$ cat src/rtl/lfsr_seq_monitor.sv
// lfsr_seq_monitor: checker that sits behind the 4-bit feedback shift counter.
// It samples {Q3,Q2,Q1,Q0} on enabled clocks and predicts the next state with
// the counter's recurrence next = {Q0^Q1, Q3, Q2, Q1}. It reports lock,
// mismatches, zero-state lock-up and a sticky error.
// Optional build macro: LFSR_MON_PERIOD_EN adds sequence period measurement
// (period / period_vld). Without it both outputs are tied to zero.
module lfsr_seq_monitor #(
   parameter logic [3:0]  SEED      = 4'b1001,
   parameter int unsigned LOCK_RUN  = 4,
   parameter int unsigned ERR_LIMIT = 3,
   parameter int unsigned CNT_W     = 8
) (
   input  logic             clk,
   input  logic             rst,
   input  logic             sample_en,
   input  logic [3:0]       q,
   input  logic             resync,
   output logic             locked,
   output logic             err,
   output logic             lockup,
   output logic             mismatch,
   output logic [CNT_W-1:0] err_cnt,
   output logic [4:0]       period,
   output logic             period_vld
);

   typedef enum logic [1:0] {
      ST_IDLE   = 2'd0,
      ST_TRACK  = 2'd1,
      ST_LOCKED = 2'd2,
      ST_ERROR  = 2'd3
   } state_t;

   localparam logic [3:0]       LOCK_RUN_C  = 4'(LOCK_RUN);
   localparam logic [3:0]       ERR_LIMIT_C = 4'(ERR_LIMIT);
   localparam logic [CNT_W-1:0] CNT_MAX     = {CNT_W{1'b1}};

   // Counter recurrence: shift right by one, new MSB is Q0 xor Q1.
   function automatic logic [3:0] lfsr_next(input logic [3:0] s);
      return {s[0] ^ s[1], s[3], s[2], s[1]};
   endfunction

   state_t           state_r, state_nxt_s;
   logic [3:0]       pred_r, pred_nxt_s;
   logic [3:0]       run_r, run_nxt_s;
   logic [3:0]       miss_r, miss_nxt_s;
   logic [CNT_W-1:0] err_cnt_r, err_cnt_nxt_s;
   logic             lockup_r, lockup_nxt_s;
   logic             mismatch_r, mismatch_nxt_s;
   logic             locked_r, err_r;
   logic             match_s, zero_s;
   logic [3:0]       run_inc_s, miss_inc_s;

   assign match_s    = (q == pred_r);
   assign zero_s     = (q == 4'b0000);
   assign run_inc_s  = run_r + 4'd1;
   assign miss_inc_s = miss_r + 4'd1;

   // Next-state and next-output computation for the tracking FSM.
   always_comb begin
      state_nxt_s    = state_r;
      pred_nxt_s     = pred_r;
      run_nxt_s      = run_r;
      miss_nxt_s     = miss_r;
      err_cnt_nxt_s  = err_cnt_r;
      lockup_nxt_s   = lockup_r;
      mismatch_nxt_s = 1'b0;
      if (resync) begin
         // Restart wins over a coincident sample, which is discarded.
         state_nxt_s   = ST_IDLE;
         pred_nxt_s    = 4'b0000;
         run_nxt_s     = 4'd0;
         miss_nxt_s    = 4'd0;
         err_cnt_nxt_s = {CNT_W{1'b0}};
         lockup_nxt_s  = 1'b0;
      end else if (sample_en) begin
         case (state_r)
            ST_IDLE: begin
               pred_nxt_s  = lfsr_next(q);
               run_nxt_s   = 4'd0;
               state_nxt_s = ST_TRACK;
            end
            ST_TRACK: begin
               pred_nxt_s = lfsr_next(q);
               if (match_s) begin
                  run_nxt_s = run_inc_s;
                  if (run_inc_s == LOCK_RUN_C) begin
                     state_nxt_s = ST_LOCKED;
                     miss_nxt_s  = 4'd0;
                  end else begin
                     state_nxt_s = ST_TRACK;
                  end
               end else begin
                  run_nxt_s = 4'd0;
               end
            end
            ST_LOCKED: begin
               pred_nxt_s = lfsr_next(q);
               if (match_s) begin
                  miss_nxt_s = 4'd0;
               end else begin
                  mismatch_nxt_s = 1'b1;
                  miss_nxt_s     = miss_inc_s;
                  if (err_cnt_r != CNT_MAX) begin
                     err_cnt_nxt_s = err_cnt_r + CNT_W'(1);
                  end else begin
                     err_cnt_nxt_s = err_cnt_r;
                  end
                  if (miss_inc_s == ERR_LIMIT_C) begin
                     state_nxt_s = ST_ERROR;
                  end else begin
                     state_nxt_s = ST_LOCKED;
                  end
               end
            end
            ST_ERROR: begin
               // Absorbing: samples are ignored until resync or reset.
               state_nxt_s = ST_ERROR;
            end
            default: begin
               state_nxt_s = ST_IDLE;
            end
         endcase
         // An all-zero sample means the counter is stuck; it overrides the
         // state transition but leaves the mismatch bookkeeping above intact.
         if (zero_s) begin
            lockup_nxt_s = 1'b1;
            state_nxt_s  = ST_ERROR;
         end else begin
            lockup_nxt_s = lockup_r;
         end
      end else begin
         mismatch_nxt_s = 1'b0;
      end
   end

   // State, prediction and registered status outputs.
   always_ff @(posedge clk or negedge rst) begin
      if (!rst) begin
         state_r    <= ST_IDLE;
         pred_r     <= 4'b0000;
         run_r      <= 4'd0;
         miss_r     <= 4'd0;
         err_cnt_r  <= {CNT_W{1'b0}};
         lockup_r   <= 1'b0;
         mismatch_r <= 1'b0;
         locked_r   <= 1'b0;
         err_r      <= 1'b0;
      end else begin
         state_r    <= state_nxt_s;
         pred_r     <= pred_nxt_s;
         run_r      <= run_nxt_s;
         miss_r     <= miss_nxt_s;
         err_cnt_r  <= err_cnt_nxt_s;
         lockup_r   <= lockup_nxt_s;
         mismatch_r <= mismatch_nxt_s;
         locked_r   <= (state_nxt_s == ST_LOCKED);
         err_r      <= (state_nxt_s == ST_ERROR);
      end
   end

   assign locked   = locked_r;
   assign err      = err_r;
   assign lockup   = lockup_r;
   assign mismatch = mismatch_r;
   assign err_cnt  = err_cnt_r;

`ifdef LFSR_MON_PERIOD_EN
   // pcnt_r == 0 means no SEED has been seen since entering LOCKED yet.
   logic [4:0] pcnt_r, pcnt_nxt_s;
   logic [4:0] period_r, period_nxt_s;
   logic       period_vld_r, period_vld_nxt_s;

   // Period counter: distance in samples between consecutive SEED values.
   always_comb begin
      pcnt_nxt_s       = pcnt_r;
      period_nxt_s     = period_r;
      period_vld_nxt_s = 1'b0;
      if (resync) begin
         pcnt_nxt_s = 5'd0;
      end else if (sample_en && (state_r == ST_LOCKED)) begin
         if (state_nxt_s != ST_LOCKED) begin
            pcnt_nxt_s = 5'd0;
         end else if (q == SEED) begin
            if (pcnt_r != 5'd0) begin
               period_nxt_s     = pcnt_r;
               period_vld_nxt_s = 1'b1;
            end else begin
               period_nxt_s = period_r;
            end
            pcnt_nxt_s = 5'd1;
         end else if ((pcnt_r != 5'd0) && (pcnt_r != 5'd31)) begin
            pcnt_nxt_s = pcnt_r + 5'd1;
         end else begin
            pcnt_nxt_s = pcnt_r;
         end
      end else if (state_r != ST_LOCKED) begin
         pcnt_nxt_s = 5'd0;
      end else begin
         pcnt_nxt_s = pcnt_r;
      end
   end

   // Period measurement registers.
   always_ff @(posedge clk or negedge rst) begin
      if (!rst) begin
         pcnt_r       <= 5'd0;
         period_r     <= 5'd0;
         period_vld_r <= 1'b0;
      end else begin
         pcnt_r       <= pcnt_nxt_s;
         period_r     <= period_nxt_s;
         period_vld_r <= period_vld_nxt_s;
      end
   end

   assign period     = period_r;
   assign period_vld = period_vld_r;
`else
   assign period     = 5'd0;
   assign period_vld = 1'b0;
`endif

endmodule

$ cat config.mk
export PLATFORM = sky130hd
export DESIGN_NAME = lfsr_seq_monitor
export DESIGN_NICKNAME = d
export VERILOG_FILES = /design/src/rtl/lfsr_seq_monitor.sv
export SDC_FILE = /design/constraint.sdc
export NUM_CORES = 1
export LEC_CHECK = 0
export BUFFER_PORTS_ARGS = -buffer_cell sky130_fd_sc_hd__buf_2
export CORE_UTILIZATION = 62
export CTS_BUF_LIST = sky130_fd_sc_hd__clkbuf_8
export DETAILED_ROUTE_END_ITERATION = 8
export PLACE_DENSITY = 0.87
export SLEW_MARGIN = 30
export SYNTH_ARGS = -nofsm -noshare
export SYNTH_HDL_FRONTEND = slang
export SYNTH_SLANG_ARGS = --single-unit
$ cat constraint.sdc
create_clock -name clk -period 3 [get_ports clk]
set_clock_uncertainty 0.05 [all_clocks]
set_input_delay 0.3 -clock clk [delete_from_list [all_inputs] [get_ports clk]]
set_output_delay 0.3 -clock clk [all_outputs]
set_load 0.02 [all_outputs]
# --- Word level (Yosys, flattened, before mapping) ---
# Index checks and enable logic that the tools add are counted.
totals:
  register_bits: 26
  input_bits: 8
  out_inout_bits: 18
  wordCells: 73
classes:
  add_sub_neg: 3
  eq_ne: 12
  muxes: 33
  n_bitwise: 1
  n_reduce_logical: 15
ops:
  columns: ["operator", "n"]
  rows:
  - ["$mux W4", 11]
  - ["$mux W8", 5]
  - ["$pmux W4 S2", 2]
  - ["$mux W2", 6]
  - ["$reduce_bool A2 Y1", 5]
  - ["$add A4 B1 Y4 const B", 2]
  - ["$add A8 B1 Y8 const B", 1]
  - ["$eq A2 B2 Y1 const B", 4]
  - ["$mux W1", 8]
  - ["$ne A8 B8 Y1 const B", 1]
  - ["$pmux W2 S4", 1]
  - ["$reduce_and A4 Y1", 2]
  - ["$ne A3 B3 Y1 const B", 2]
  - ["$reduce_and A2 Y1", 3]
  - ["$reduce_bool A3 Y1", 2]
  - ["$eq A4 B2 Y1 const B", 1]
  - ["$eq A4 B3 Y1 const B", 1]
  - ["$eq A4 B4 Y1", 1]
  - ["$logic_not A4 Y1", 1]
  - ["$reduce_or A3 Y1", 1]
  - ["$eq A2 B1 Y1 const B", 1]
  - ["$logic_not A2 Y1", 1]
  - ["$ne A2 B2 Y1 const B", 1]
  - ["$xor A1 B1 Y1", 1]

# --- Logic depth before layout (Yosys ltp) ---
# Gate-level depths: netlist (run 1).
logic_depth:
  ltp_word: 9
  mapped_depth: 6
  depth_no_buf: 6

# --- Least setup slack after synthesis (run 1) ---
# Ideal clock, no wire load.
synth_path:
  kind: "flip-flop to flip-flop"
  startpoint: "register err_cnt_r[0], in the netlist err_cnt[0]"
  endpoint: "register err_cnt_r[0], in the netlist err_cnt[0]"
  setup_time_ns: 0.132
  arrival_time_ns: 1.681
  path_slack_ns: 1.138
  stages_incl_launch_ff: 7
  n_path_buf: 0
  period_less_slack_ns: 1.862
  path_cell_list: "dfrtp_1 ha_1 nand2_1 o31ai_1 nor2_1 xnor2_1 nor2_1"
synth_via:
  elab_chain_cells: 6
  elab_cells_between_ends: 9
  classes_between: "add/sub (1); eq/ne (1); mux (5); reduce/logical (2)"
synth_lines:
  columns: ["element", "line_no", "source"]
  rows:
  - ["from (decl)", "47", "logic [CNT_W-1:0] err_cnt_r, err_cnt_nxt_s;"]
  - ["from (signal assigned)", "144", "err_cnt_r <= {CNT_W{1'b0}};"]
  - ["from (signal assigned)", "154", "err_cnt_r <= err_cnt_nxt_s;"]
  - ["$add A8 B1 Y8", "105", "err_cnt_nxt_s = err_cnt_r + CNT_W'(1);"]
  - ["$mux W8", "104", "if (err_cnt_r != CNT_MAX) begin"]
  - ["$mux W8", "99", "if (match_s) begin"]
  - ["$mux W8", "77", "case (state_r)"]
  - ["$mux W8", "76", "end else if (sample_en) begin"]
  - ["$mux W8", "68", "if (resync) begin"]
# Parallel ways exist; a longest one is shown, timed or not. The select of a mux whose other input is x is not followed.
# A chain may end at the register's enable or synchronous reset.

# --- Worst setup path in the final report (run 1) ---
layout_path:
  startpoint: "register err_cnt_r[0], in the netlist err_cnt[0]"
  endpoint: "register err_cnt_r[7], in the netlist err_cnt[7]"
# The elaborated chain is that of the path after synthesis.

==> qor_table.md, run 1 <==
| Stage | Quantity | Reported |
|:---|:---|:---|
| synthesis | Count of distinct cell types in the synthesized netlist | 40 |
| finish | Area grow syn2layout | 9.87% |
| finish | Share of final-layout standard cells stronger than drive strength 1 | 18.3% |
| synthesis | Arithmetic-cell share of the synthesized area counting full adders, half adders and majority gates | 4.93% |
| clock network | CTS resizes | 0 |
| timing | Hold violation total from the final report | 0 |
| timing | Final setup violating endpoints | 0 |
| timing | Post-layout min period | 2.02 ns |
| finish | Most common cell after layout, fill and taps aside | dfrtp_1 |
| worst setup path | Worst Reg-to-Reg Cells | 6 |
| synthesis | Number of instances in the synthesized netlist | 156 |
| detailed routing | Count of nets left with antenna violations after detail routing | 0 |
| timing | Slew at the pin closest to its max-slew limit | 0.814 ns |
| detailed routing | Routed length per instance | 14.4 um |
| synthesis | Area fraction in compound gates after synthesis | 14.7% |
| timing | Worst slew slack as a fraction of its limit | 45.3% |
| finish | Utilization after layout | 74.1% |
| detailed routing | First-pass DRT Iterations | 6 |
| worst setup path | Required time of the worst setup path | 3.09 ns |
| synthesis | Async set-reset flop share out of synthesis | 100% |
| finish | Most used cells in the layout excluding fill and tap cells | dfrtp_1 (26), buf_2 (19), nor2_1 (16), nand2_1 (11), nand3_1 (8) |
| power | Leakage power | 0.783 nW |
| worst setup path | Startpoint Class | flip-flop |
| synthesis | Combinational family with the most area after synthesis | simple AND/OR/NAND/NOR gates |
| floorplan | Starting density of the core | 67.5% |
| place | DP Wirelength | 2.12 mm |
| finish | Number of filler cells placed in the layout | 172 |
| detailed routing | DRC errors left | 0 |
| detailed routing | Vias/cell | 5.89 |
| synthesis | Total of flip-flops plus latches after synthesis | 26 |
| detailed routing | Violation count after the first detailed-routing iteration | 23 |
| power | Peak supply drop | 0.299 mV |
| clock network | Total CTS buffers | 3 |
| finish | Total Nets Final | 190 |
| timing | Max-slew violation count | 0 |
| clock network | Hold-fix buffers, CTS | 1 |
| timing | Period utilization | 67.4% |
| clock network | Clock buffer depth | 2 |
| synthesis | Most used flip-flop cell after synthesis | dfrtp_1 |
| detailed routing | Total routed wirelength | 2.93 mm |
| worst setup path | Worst Setup Path Type | reg2reg |
| synthesis | Post-Synthesis Cell Area | 0.00152 mm2 |
| clock network | Post-CTS setup-driven buffer insertion count | 0 |
| worst setup path | Data arrival time of the worst path | 2.12 ns |
| power | Total power of the final layout | 0.658 mW |
| synthesis | Mux contribution to synthesized area | 3.29% |
| place | Routability Congestion | 0.857 |
| timing | Final TNS setup | 0 ns |
| floorplan | Overall die area | 0.00266 mm2 |
| timing | RSZ-0062 raised after global routing | no |
| min path | Class of the most critical hold timing path | in2reg |
| synthesis | EDFF count, synth | 0 |
| clock network | Root cell of the clock tree | clkbuf_8 |
| synthesis | YS warnings | 0 |
| worst setup path | Critical Path End Type | flip-flop |
| detailed routing | Vias | 1195 |
| worst setup path | Highest net fanout along the worst path | 8 |
| place | # port buffers | 19 |
| floorplan | Overall die width | 51.5 um |
| synthesis | Basic-gate share of the synthesized area counting and, or, nand and nor cells | 20.1% |
| finish | Final std cells w/o fill | 203 |
| min path | Number of instances on the worst hold path | 3 |
| global routing | Vias in the first global route | 1154 |
| global routing | All-layer global routing usage | 25.5% |
| synthesis | XOR/XNOR share of the synthesized area | 7.98% |
| floorplan | Boundary Pins | 26 |
| floorplan | Number of rows in the core area | 17 |
| power | Areal power density over the cells | 394 mW/mm2 |
| clock network | Depth of the CTS H-tree | 1 |
| synthesis | Share of the yosys chip area belonging to registers | 42.8% |
| run | Maximum Capacitance Violations | 0 |
| floorplan | Height of the die | 51.5 um |
| run status | Result of the run | complete, no violations |
| finish | Antenna diodes | 0 |
| global routing | Largest net degree at the start of global routing | 27 |
| clock network | Clock insertion delay at the later pin of the skew report | 0.27 ns |
| clock network | Clock sinks | 26 |
| floorplan | Placeable core region | 0.00225 mm2 |
| synthesis | Synthesized area per cell | 9.75 um2 |
| global routing | Global-route wire length before repair | 4.94 mm |
| global routing | Number of antenna violations at the first check in global routing | 0 |
| timing | Maximum clock frequency | 0.494 GHz |
| clock network | CTS tree | done |
| clock network | Clk slew on worst S/H paths | 0.09 ns |
| place | Placed cells | 198 |
| global routing | Total global routing overflow | 0 |
==> kinds of logic after synthesis <==
logic type                 count (synthesis)
and+or+nand+nor                           58
AOI/OAI and AO/OA                         30
DFF                                       26
buffers and inverters                     17
xor gates and xnor gates                  13
adders and majority gates                  6
muxes                                      5
other                                      1
==> area by class of cell <==
class                   count  area (um2)  area share (%)
repair buffers             20         105            6.29
clock buffers               4        55.1            3.29
flip-flops and latches     26         651            38.9
inverters                   7        26.3            1.57
well taps                  28        35.0            2.10
multi-input cells         118         800            47.8
==> metal layers <==
metal  track usage (%)  part of all wire (%)
met4              11.3                   1.8
met2              46.1                    52
met5                 0                     0
met1              29.3                    43
met3              4.39                   3.6
==> worst max-delay path: stages (launching register included) <==
cell	delay, ns
dfrtp_1	0.45
ha_1	0.25
nand2_1	0.07
o31ai_1	0.67
nor4_1	0.17
xnor2_1	0.19
nor2_1	0.06
==> report_power, final <==
| group | internal, mW | leakage (nW) | switching [mW] |
|---|---|---|---|
| clock | 0.117 | 0.0288 | 0.110 |
| combinational | 0.0198 | 0.396 | 0.0496 |
| sequential | 0.356 | 0.358 | 0.00549 |
| total | 0.493 | 0.783 | 0.165 |
==> sequential cells by signal (all words and copies together) (netlist names) <==
name / cells
run_r: 4
lockup: 1
miss_r: 4
mismatch: 1
state_r: 2
err_cnt: 8
err: 1
pred_r: 4
locked: 1
==> cell usage after synthesis, types with 3 or more instances <==
library cell	instances	area share [%]
o21ai_0	7	2.3
nor4_1	3	1.2
nand2_1	11	2.7
buf_4	7	3.5
nand3_1	8	2.6
xor2_1	5	2.9
ha_1	6	4.9
nor2_1	16	3.9
clkbuf_1	3	0.74
a21oi_1	7	2.3
nor3_1	7	2.3
mux2i_1	5	3.3
dfrtp_1	26	43
inv_1	7	1.7
xnor2_1	7	4.0
==> stage by stage <==
stage	area (um2)	setup slack [ns]	hold WS, ns
global route	1670	0.780	0.279
global placement	1610	1.09	0.267
floorplan	1540	1.14	-0.0456
detailed placement	1610	0.984	0.275
CTS	1670	0.967	0.282
finish	1670	0.977	0.281
==> path summary, 6_finish.rpt <==
check / start / to / slack (ns)
setup reg to reg: err_cnt[0] / err_cnt[7] / 0.98
min in group asynchronous: rst / state_r[0] / 0.49
hold reg to reg: lockup / lockup / 0.49
setup / recovery: err_cnt[0] / err_cnt[7] / 0.98
max in group asynchronous: rst / err_cnt[7] / 2.03
hold / removal: q[2] / pred_r[1] / 0.28
Power figures use the tool's default switching activity.
==> run 2: changes to the inputs <==
--- a/config.mk
+++ b/config.mk
@@ -5,11 +5,12 @@
 export SDC_FILE = /design/constraint.sdc
 export NUM_CORES = 1
 export LEC_CHECK = 0
+export ABC_AREA = 1
 export BUFFER_PORTS_ARGS = -buffer_cell sky130_fd_sc_hd__buf_2
-export CORE_UTILIZATION = 62
+export CORE_UTILIZATION = 58
 export CTS_BUF_LIST = sky130_fd_sc_hd__clkbuf_8
 export DETAILED_ROUTE_END_ITERATION = 8
-export PLACE_DENSITY = 0.87
+export PLACE_DENSITY = 0.82
 export SLEW_MARGIN = 30
 export SYNTH_ARGS = -nofsm -noshare
 export SYNTH_HDL_FRONTEND = slang
==> constraint.sdc (replaced) <==
create_clock -name clk -period 1.97 [get_ports clk]
set_clock_uncertainty 0.05 [all_clocks]
set_input_delay 0.197 -clock clk [delete_from_list [all_inputs] [get_ports clk]]
set_output_delay 0.197 -clock clk [all_outputs]
set_load 0.02 [all_outputs]
==> qor_table.md, run 2 <==
| Stage | Quantity | Reported | Change |
|:---|:---|:---|:---|
| run status | Result of the run | complete, no violations | unchanged |
| floorplan | Overall die width | 54.0 um | was 51.5 um |
| worst setup path | Highest net fanout along the worst path | 4 | was 8 |
| place | DP Wirelength | 2.10 mm | was 2.12 mm |
| timing | Period utilization | 87.4% | was 67.4% |
| synthesis | Synth area leaders | dfrtp_1 (42%), nand2_1 (15%), inv_1 (7.7%) | was dfrtp_1 (43%), ha_1 (4.9%), xnor2_1 (4.0%) |
| worst setup path | Critical Path End Type | flip-flop | unchanged |
| detailed routing | Vias | 1326 | was 1195 |
| clock network | CTS resizes | 0 | unchanged |
| power | Clk network pwr share | 32.9% | was 34.6% |
| detailed routing | Count of nets left with antenna violations after detail routing | 0 | unchanged |
| power | Areal power density over the cells | 600 mW/mm2 | was 394 mW/mm2 |
| run | Maximum Capacitance Violations | 0 | unchanged |
| finish | Flip-flop count of the largest register after layout | 8 | unchanged |
| synthesis | EDFF count, synth | 0 | unchanged |
| finish | Total non-filler cell area in the finished layout | 0.00172 mm2 | was 0.00167 mm2 |
| finish | Utilization after layout | 68.2% | was 74.1% |
| worst setup path | Most frequent cell on the critical path | nand3_1 |  |
| timing | Final TNS setup | 0 ns | unchanged |
| timing | Max-slew violation count | 0 | unchanged |
| clock network | CTS tree | done | unchanged |
| floorplan | Number of rows in the core area | 18 | was 17 |
| floorplan | Overall die area | 0.00291 mm2 | was 0.00266 mm2 |
| floorplan | Starting density of the core | 62.1% | was 67.5% |
| global routing | Total global routing overflow | 0 | unchanged |
| worst setup path | Delay contributed by the slowest stage of the critical path | 0.42 ns | was 0.67 ns |
| timing | Post-layout min period | 1.72 ns | was 2.02 ns |
| global routing | All-layer global routing usage | 23.2% | was 25.5% |
| synthesis | Share of the yosys chip area belonging to registers | 41.6% | was 42.8% |
| detailed routing | Routed length per instance | 10.8 um | was 14.4 um |
| floorplan | Placeable core region | 0.00252 mm2 | was 0.00225 mm2 |
| finish | Total Nets Final | 248 | was 190 |
| place | # port buffers | 19 | unchanged |
| timing | Worst slew slack as a fraction of its limit | 62.1% | was 45.3% |
| synthesis | YS warnings | 0 | unchanged |
| finish | Most used cells in the layout excluding fill and tap cells | nand2_1 (63), inv_1 (32), dfrtp_1 (26), buf_2 (19), nand3_1 (16) | was dfrtp_1 (26), buf_2 (19), nor2_1 (16), nand2_1 (11), nand3_1 (8) |
| synthesis | Synthesized area per cell | 7.38 um2 | was 9.75 um2 |
| clock network | Clock sinks | 26 | unchanged |
| detailed routing | First-pass DRT Iterations | 4 | was 6 |
| detailed routing | Met3 Routed Length | 143 um | was 106 um |
| synthesis | Library cell with the largest summed area after synthesis | dfrtp_1 | unchanged |
| worst setup path | Slowest cell on the critical path | dfrtp_1 | was o31ai_1 |
| power | Net Sw Frac | 26.0% | was 25.1% |
| timing | RSZ-0062 raised after global routing | no | unchanged |
| min path | Class of the most critical hold timing path | in2reg | unchanged |
| clock network | Clock insertion delay at the later pin of the skew report | 0.27 ns | about the same |
| detailed routing | Total routed wirelength | 2.85 mm | was 2.93 mm |
| detailed routing | DRC errors left | 0 | unchanged |
| timing | Maximum clock frequency | 0.581 GHz | was 0.494 GHz |
| clock network | Clock buffer depth | 2 | unchanged |
| place | Routability Congestion | 0.863 | was 0.857 |
| finish | Most common cell after layout, fill and taps aside | nand2_1 | was dfrtp_1 |
| synthesis | Number of instances in the synthesized netlist | 212 | was 156 |
| worst setup path | Worst Setup Path Type | reg2reg | unchanged |
| synthesis | Async set-reset flop share out of synthesis | 100% | unchanged |
| clock network | Hold-fix buffers, CTS | 1 | unchanged |
| finish | Share of final-layout standard cells stronger than drive strength 1 | 16.3% | was 18.3% |
| clock network | Root cell of the clock tree | clkbuf_8 | unchanged |
| clock network | Total CTS buffers | 3 | unchanged |
| global routing | Global-route wire length before repair | 4.84 mm | was 4.94 mm |
| power | Sw power | 0.269 mW | was 0.165 mW |
| detailed routing | Vias/cell | 5.04 | was 5.89 |
| clock network | Post-CTS setup-driven buffer insertion count | 0 | unchanged |
| global routing | Vias in the first global route | 1133 | was 1154 |
| detailed routing | Highest metal used | met4 | unchanged |
| floorplan | Boundary Pins | 26 | unchanged |
| timing | Worst Hold Slack | 0.171 ns | was 0.281 ns |
| worst setup path | Startpoint Class | flip-flop | unchanged |
| finish | Area grow syn2layout | 9.91% | was 9.87% |
| floorplan | Height of the die | 54.0 um | was 51.5 um |
| worst setup path | Data arrival time of the worst path | 1.88 ns | was 2.12 ns |
| worst setup path | Cell Chain, Critical Path | ha_1 -> nand3_1 -> nor2_2 -> nand2_2 -> nor2_1 -> nor3_1 -> nand3_1 -> nand2_1 | was ha_1 -> nand2_1 -> o31ai_1 -> nor4_1 -> xnor2_1 -> nor2_1 |
| synthesis | Cell with the most instances after synthesis | nand2_1 | was dfrtp_1 |
| power | Internal power | 0.764 mW | was 0.493 mW |
| detailed routing | Met1 wire length | 1.39 mm | was 1.26 mm |
| clock network | Depth of the CTS H-tree | 1 | unchanged |
| global routing | Number of antenna violations at the first check in global routing | 0 | unchanged |
| power | Peak supply drop | 0.581 mV | was 0.299 mV |
| worst setup path | Required time of the worst setup path | 2.13 ns | was 3.09 ns |
| synthesis | Count of distinct cell types in the synthesized netlist | 24 | was 40 |
| synthesis | Post-synth top cells | nand2_1 (63), inv_1 (32), dfrtp_1 (26), nand3_1 (16), nor2_1 (14) | was dfrtp_1 (26), nor2_1 (16), nand2_1 (11), nand3_1 (8) |
| synthesis | Most used flip-flop cell after synthesis | dfrtp_1 | unchanged |
| timing | Final setup violating endpoints | 0 | unchanged |
| place | Placed Area | 0.00166 mm2 | was 0.00161 mm2 |
| clock network | Clk slew on worst S/H paths | 0.09 ns | about the same |
| power | Sequential fraction of design power | 54.2% | was 54.9% |
| power | Total power of the final layout | 1.03 mW | was 0.658 mW |
| detailed routing | Violation count after the first detailed-routing iteration | 39 | was 23 |
| synthesis | Total of flip-flops plus latches after synthesis | 26 | unchanged |
| finish | Antenna diodes | 0 | unchanged |
| detailed routing | Met2 routed WL | 1.25 mm | was 1.51 mm |
| synthesis | Post-Synthesis Cell Area | 0.00157 mm2 | was 0.00152 mm2 |
| timing | Slew at the pin closest to its max-slew limit | 0.568 ns | was 0.814 ns |
| synthesis | Top cell type's share of synthesized area | 41.6% | was 42.8% |
| power | Leakage power | 0.952 nW | was 0.783 nW |
| global routing | Largest net degree at the start of global routing | 27 | unchanged |
| timing | Hold violation total from the final report | 0 | unchanged |
| power | Gate power share | 13.0% | was 10.6% |
## run 2: cell types whose count changed in the layout (fill, tap and decap cells not counted), moves of 4 or more
cell,before,now
mux2i_1,5,0
inv_1,7,32
nand2_1,11,63
o22ai_1,0,5
nand3_1,8,16
nand2_2,0,4
o21ai_2,0,4
xnor2_1,7,0
## run 2: layer usage
layer	track usage (%)	vias to the layer above
met2	35.8	39
met1	32.7	585
met4	9.21	0
li1	-	695
met3	3.11	7
met5	0	-
## run 2: path summary, 6_finish.rpt
path	start	to	slack [ns]	depth (start not counted)
min in group asynchronous	rst	err_cnt[5]	0.40	2
max	err_cnt[0]	err_cnt[5]	0.25	8
min reg2reg	lockup	lockup	0.47	2
min	q[3]	pred_r[2]	0.17	3
max reg2reg	err_cnt[0]	err_cnt[5]	0.25	8
max in group asynchronous	rst	lockup	1.10	2
## run 2: logic make-up after synthesis
kind of cell	Yosys count	share of synthesized area [%]
and+or+nand+nor	108	29.6
other	1	0.240
buffers and inverters	43	12.5
adders and majority gates	6	4.80
xor gates and xnor gates	3	1.68
AOI/OAI and AO/OA	25	9.67
DFF	26	41.6
## run 2: area by class of cell
type	instances	area, um2
Timing Repair Buffer	20	105
Fill cell	246	802
Clock buffer	4	55.1
Tap cell	30	37.5
Sequential cell	26	651
Inverter	35	134
Multi-Input combinational cell	148	738
## run 2: power groups by stage
stage / Clock, mW / Combinational (mW) / Sequential (mW)
global placement: 0 / 0.132 / 0.569
detailed placement: 0 / 0.133 / 0.570
finish: 0.339 / 0.134 / 0.559
global route: 0.364 / 0.156 / 0.561
floorplan: 0 / 0.0992 / 0.573
CTS: 0.350 / 0.136 / 0.559
## run 2: worst max-delay path, delay by kind of cell (launching register included)
kind / cells / cell delay (ns)
adder cells (fa/ha/maj): 1 / 0.25
flip-flops: 1 / 0.42
AND/OR/NAND/NOR: 7 / 0.95
## run 2: per-stage QoR
step / cells / setup WS (ns)
5_1_grt: 263 / 0.119
4_1_cts: 263 / 0.247
3_5_place_dp: 258 / 0.270
3_3_place_gp: 258 / 0.324
6_report: 263 / 0.249
2_1_floorplan: 217 / 0.390
==> run 3: changes to the inputs <==
--- a/config.mk
+++ b/config.mk
@@ -8,7 +8,7 @@
 export ABC_AREA = 1
 export BUFFER_PORTS_ARGS = -buffer_cell sky130_fd_sc_hd__buf_2
 export CORE_UTILIZATION = 58
-export CTS_BUF_LIST = sky130_fd_sc_hd__clkbuf_8
+export CTS_BUF_LIST = sky130_fd_sc_hd__clkbuf_2
 export DETAILED_ROUTE_END_ITERATION = 8
 export PLACE_DENSITY = 0.82
 export SLEW_MARGIN = 30
==> qor_table.md, run 3 (synthesis results as in run 2) <==
| Stage | Quantity | Reported | Change |
|:---|:---|:---|:---|
| finish | Flip-flop count of the largest register after layout | 8 | unchanged |
| worst setup path | Highest net fanout along the worst path | 4 | unchanged |
| clock network | Clock buffer depth | 2 | unchanged |
| place | # port buffers | 19 | unchanged |
| detailed routing | Count of nets left with antenna violations after detail routing | 0 | unchanged |
| floorplan | Starting density of the core | 62.1% | unchanged |
| worst setup path | Capturing point of the worst reg2reg path | err_cnt[5] | unchanged |
| floorplan | Boundary Pins | 26 | unchanged |
| place | DP Wirelength | 2.10 mm | unchanged |
| finish | Total Nets Final | 248 | unchanged |
| timing | Post-layout min period | 1.76 ns | was 1.72 ns |
| finish | Most common cell after layout, fill and taps aside | nand2_1 | unchanged |
| worst setup path | Worst Setup Path Type | reg2reg | unchanged |
| timing | Worst Hold Slack | 0.0697 ns | was 0.171 ns |
| global routing | Largest net degree at the start of global routing | 27 | unchanged |
| clock network | Clk slew on worst S/H paths | 0.24 ns | was 0.09 ns |
| clock network | CTS resizes | 0 | unchanged |
| floorplan | Placeable core region | 0.00252 mm2 | unchanged |
| clock network | Post-CTS setup-driven buffer insertion count | 0 | unchanged |
| timing | Worst slew slack as a fraction of its limit | 62.5% | was 62.1% |
| clock network | Clock sinks | 26 | unchanged |
| clock network | Clock insertion delay at the later pin of the skew report | 0.34 ns | was 0.27 ns |
| detailed routing | Violation count after the first detailed-routing iteration | 31 | was 39 |
| finish | Share of final-layout standard cells stronger than drive strength 1 | 15.9% | was 16.3% |
| global routing | Number of antenna violations at the first check in global routing | 0 | unchanged |
| floorplan | Overall die area | 0.00291 mm2 | unchanged |
| detailed routing | Vias | 1324 | was 1326 |
| floorplan | Height of the die | 54.0 um | unchanged |
| worst setup path | Critical Path End Type | flip-flop | unchanged |
| timing | Final setup violating endpoints | 0 | unchanged |
| global routing | Vias in the first global route | 1114 | was 1133 |
| worst setup path | Required time of the worst setup path | 2.22 ns | was 2.13 ns |
| min path | Hold worst-path end | pred_r[2] | unchanged |
| worst setup path | Worst-case register-to-register setup slack | 0.21 ns | was 0.25 ns |
| timing | Slew at the pin closest to its max-slew limit | 0.563 ns | was 0.568 ns |
| worst setup path | Data arrival time of the worst path | 2.01 ns | was 1.88 ns |
| power | Areal power density over the cells | 529 mW/mm2 | was 600 mW/mm2 |
| run | Maximum Capacitance Violations | 0 | unchanged |
| run status | Result of the run | complete, no violations | unchanged |
| global routing | Total global routing overflow | 0 | unchanged |
| place | Placed Area | 0.00166 mm2 | unchanged |
| global routing | Global-route wire length before repair | 4.71 mm | was 4.84 mm |
| min path | Class of the most critical hold timing path | in2reg | unchanged |
| detailed routing | Total routed wirelength | 2.76 mm | was 2.85 mm |
| global routing | All-layer global routing usage | 22.3% | was 23.2% |
| timing | Maximum clock frequency | 0.568 GHz | was 0.581 GHz |
| detailed routing | First-pass DRT Iterations | 4 | unchanged |
| detailed routing | Vias/cell | 5.03 | was 5.04 |
| min path | Number of instances on the worst hold path | 3 | unchanged |
| finish | Area grow syn2layout | 7.59% | was 9.91% |
| timing | Final TNS setup | 0 ns | unchanged |
| clock network | CTS tree | done | unchanged |
| clock network | Hold-fix buffers, CTS | 1 | unchanged |
| detailed routing | DRC errors left | 0 | unchanged |
| timing | RSZ-0062 raised after global routing | no | unchanged |
| power | Leakage power | 0.937 nW | was 0.952 nW |
| worst setup path | Worst Reg-to-Reg Cells | 8 | unchanged |
| finish | Total non-filler cell area in the finished layout | 0.00168 mm2 | was 0.00172 mm2 |
| timing | Max-slew violation count | 0 | unchanged |
| finish | Most used cells in the layout excluding fill and tap cells | nand2_1 (63), inv_1 (32), dfrtp_1 (26), buf_2 (19), nand3_1 (16) | unchanged |
| clock network | Root cell of the clock tree | clkbuf_2 | was clkbuf_8 |
| detailed routing | Routed length per instance | 10.5 um | was 10.8 um |
| clock network | Depth of the CTS H-tree | 1 | unchanged |
| place | Routability Congestion | 0.863 | unchanged |
| worst setup path | R2r startpoint | err_cnt[0] | unchanged |
| timing | Hold violation total from the final report | 0 | unchanged |
| floorplan | Number of rows in the core area | 18 | unchanged |
| timing | Period utilization | 89.3% | was 87.4% |
| finish | Antenna diodes | 0 | unchanged |
| min path | Hold Startpoint | q[3] | unchanged |
| power | Peak supply drop | 0.446 mV | was 0.581 mV |
| clock network | Total CTS buffers | 3 | unchanged |
| floorplan | Overall die width | 54.0 um | unchanged |
| worst setup path | Startpoint Class | flip-flop | unchanged |
==> run 3: how the worst max path moves through the flow <==
stage               start    endpoint  cells after the start
4_1_cts        err_cnt[0]  err_cnt[5]                      8
5_1_grt        err_cnt[0]  err_cnt[1]                      8
3_5_place_dp   err_cnt[0]  err_cnt[6]                      8
6_report       err_cnt[0]  err_cnt[5]                      8
3_3_place_gp   err_cnt[0]  err_cnt[6]                      8
2_1_floorplan  err_cnt[0]  err_cnt[0]                      8
==> run 3: power by group <==
group | total, mW | internal [mW] | switching, mW
combinational | 0.133 | 0.0379 | 0.0954
sequential | 0.560 | 0.549 | 0.0115
clock | 0.196 | 0.0441 | 0.152
==> run 3: stage by stage <==
step	utilization [%]	instances	power [mW]	setup WS [ns]
floorplan	-	217	0.672	0.390
global placement	65.6	258	0.701	0.324
detailed placement	65.6	258	0.702	0.270
CTS	66.8	263	0.902	0.208
global route	66.8	263	0.940	0.0910
finish	66.8	263	0.890	0.210
==> run 3: metal layers <==
layer  part of all wire [%]  GRT usage (%)
met1                     50           32.0
met4                   0.72           6.58
met2                     44           34.6
met3                    5.1           3.11
met5                      0              0
==> run 3: worst max-delay path, cell delays in order, from the launching register on <==
cell,delay [ns]
dfrtp_1,0.46
ha_1,0.25
nand3_1,0.12
nor2_2,0.06
nand2_2,0.08
nor2_1,0.05
nor3_1,0.41
nand3_1,0.13
nand2_1,0.10
==> run 3: final cells by class <==
cell class              instances  area, um2
multi-input cells             148        738
inverters                      35        134
repair buffers                 20        105
well taps                      30       37.5
fillers                       256        838
flip-flops and latches         26        651
clock buffers                   3       15.0
clock inverters                 1       3.75
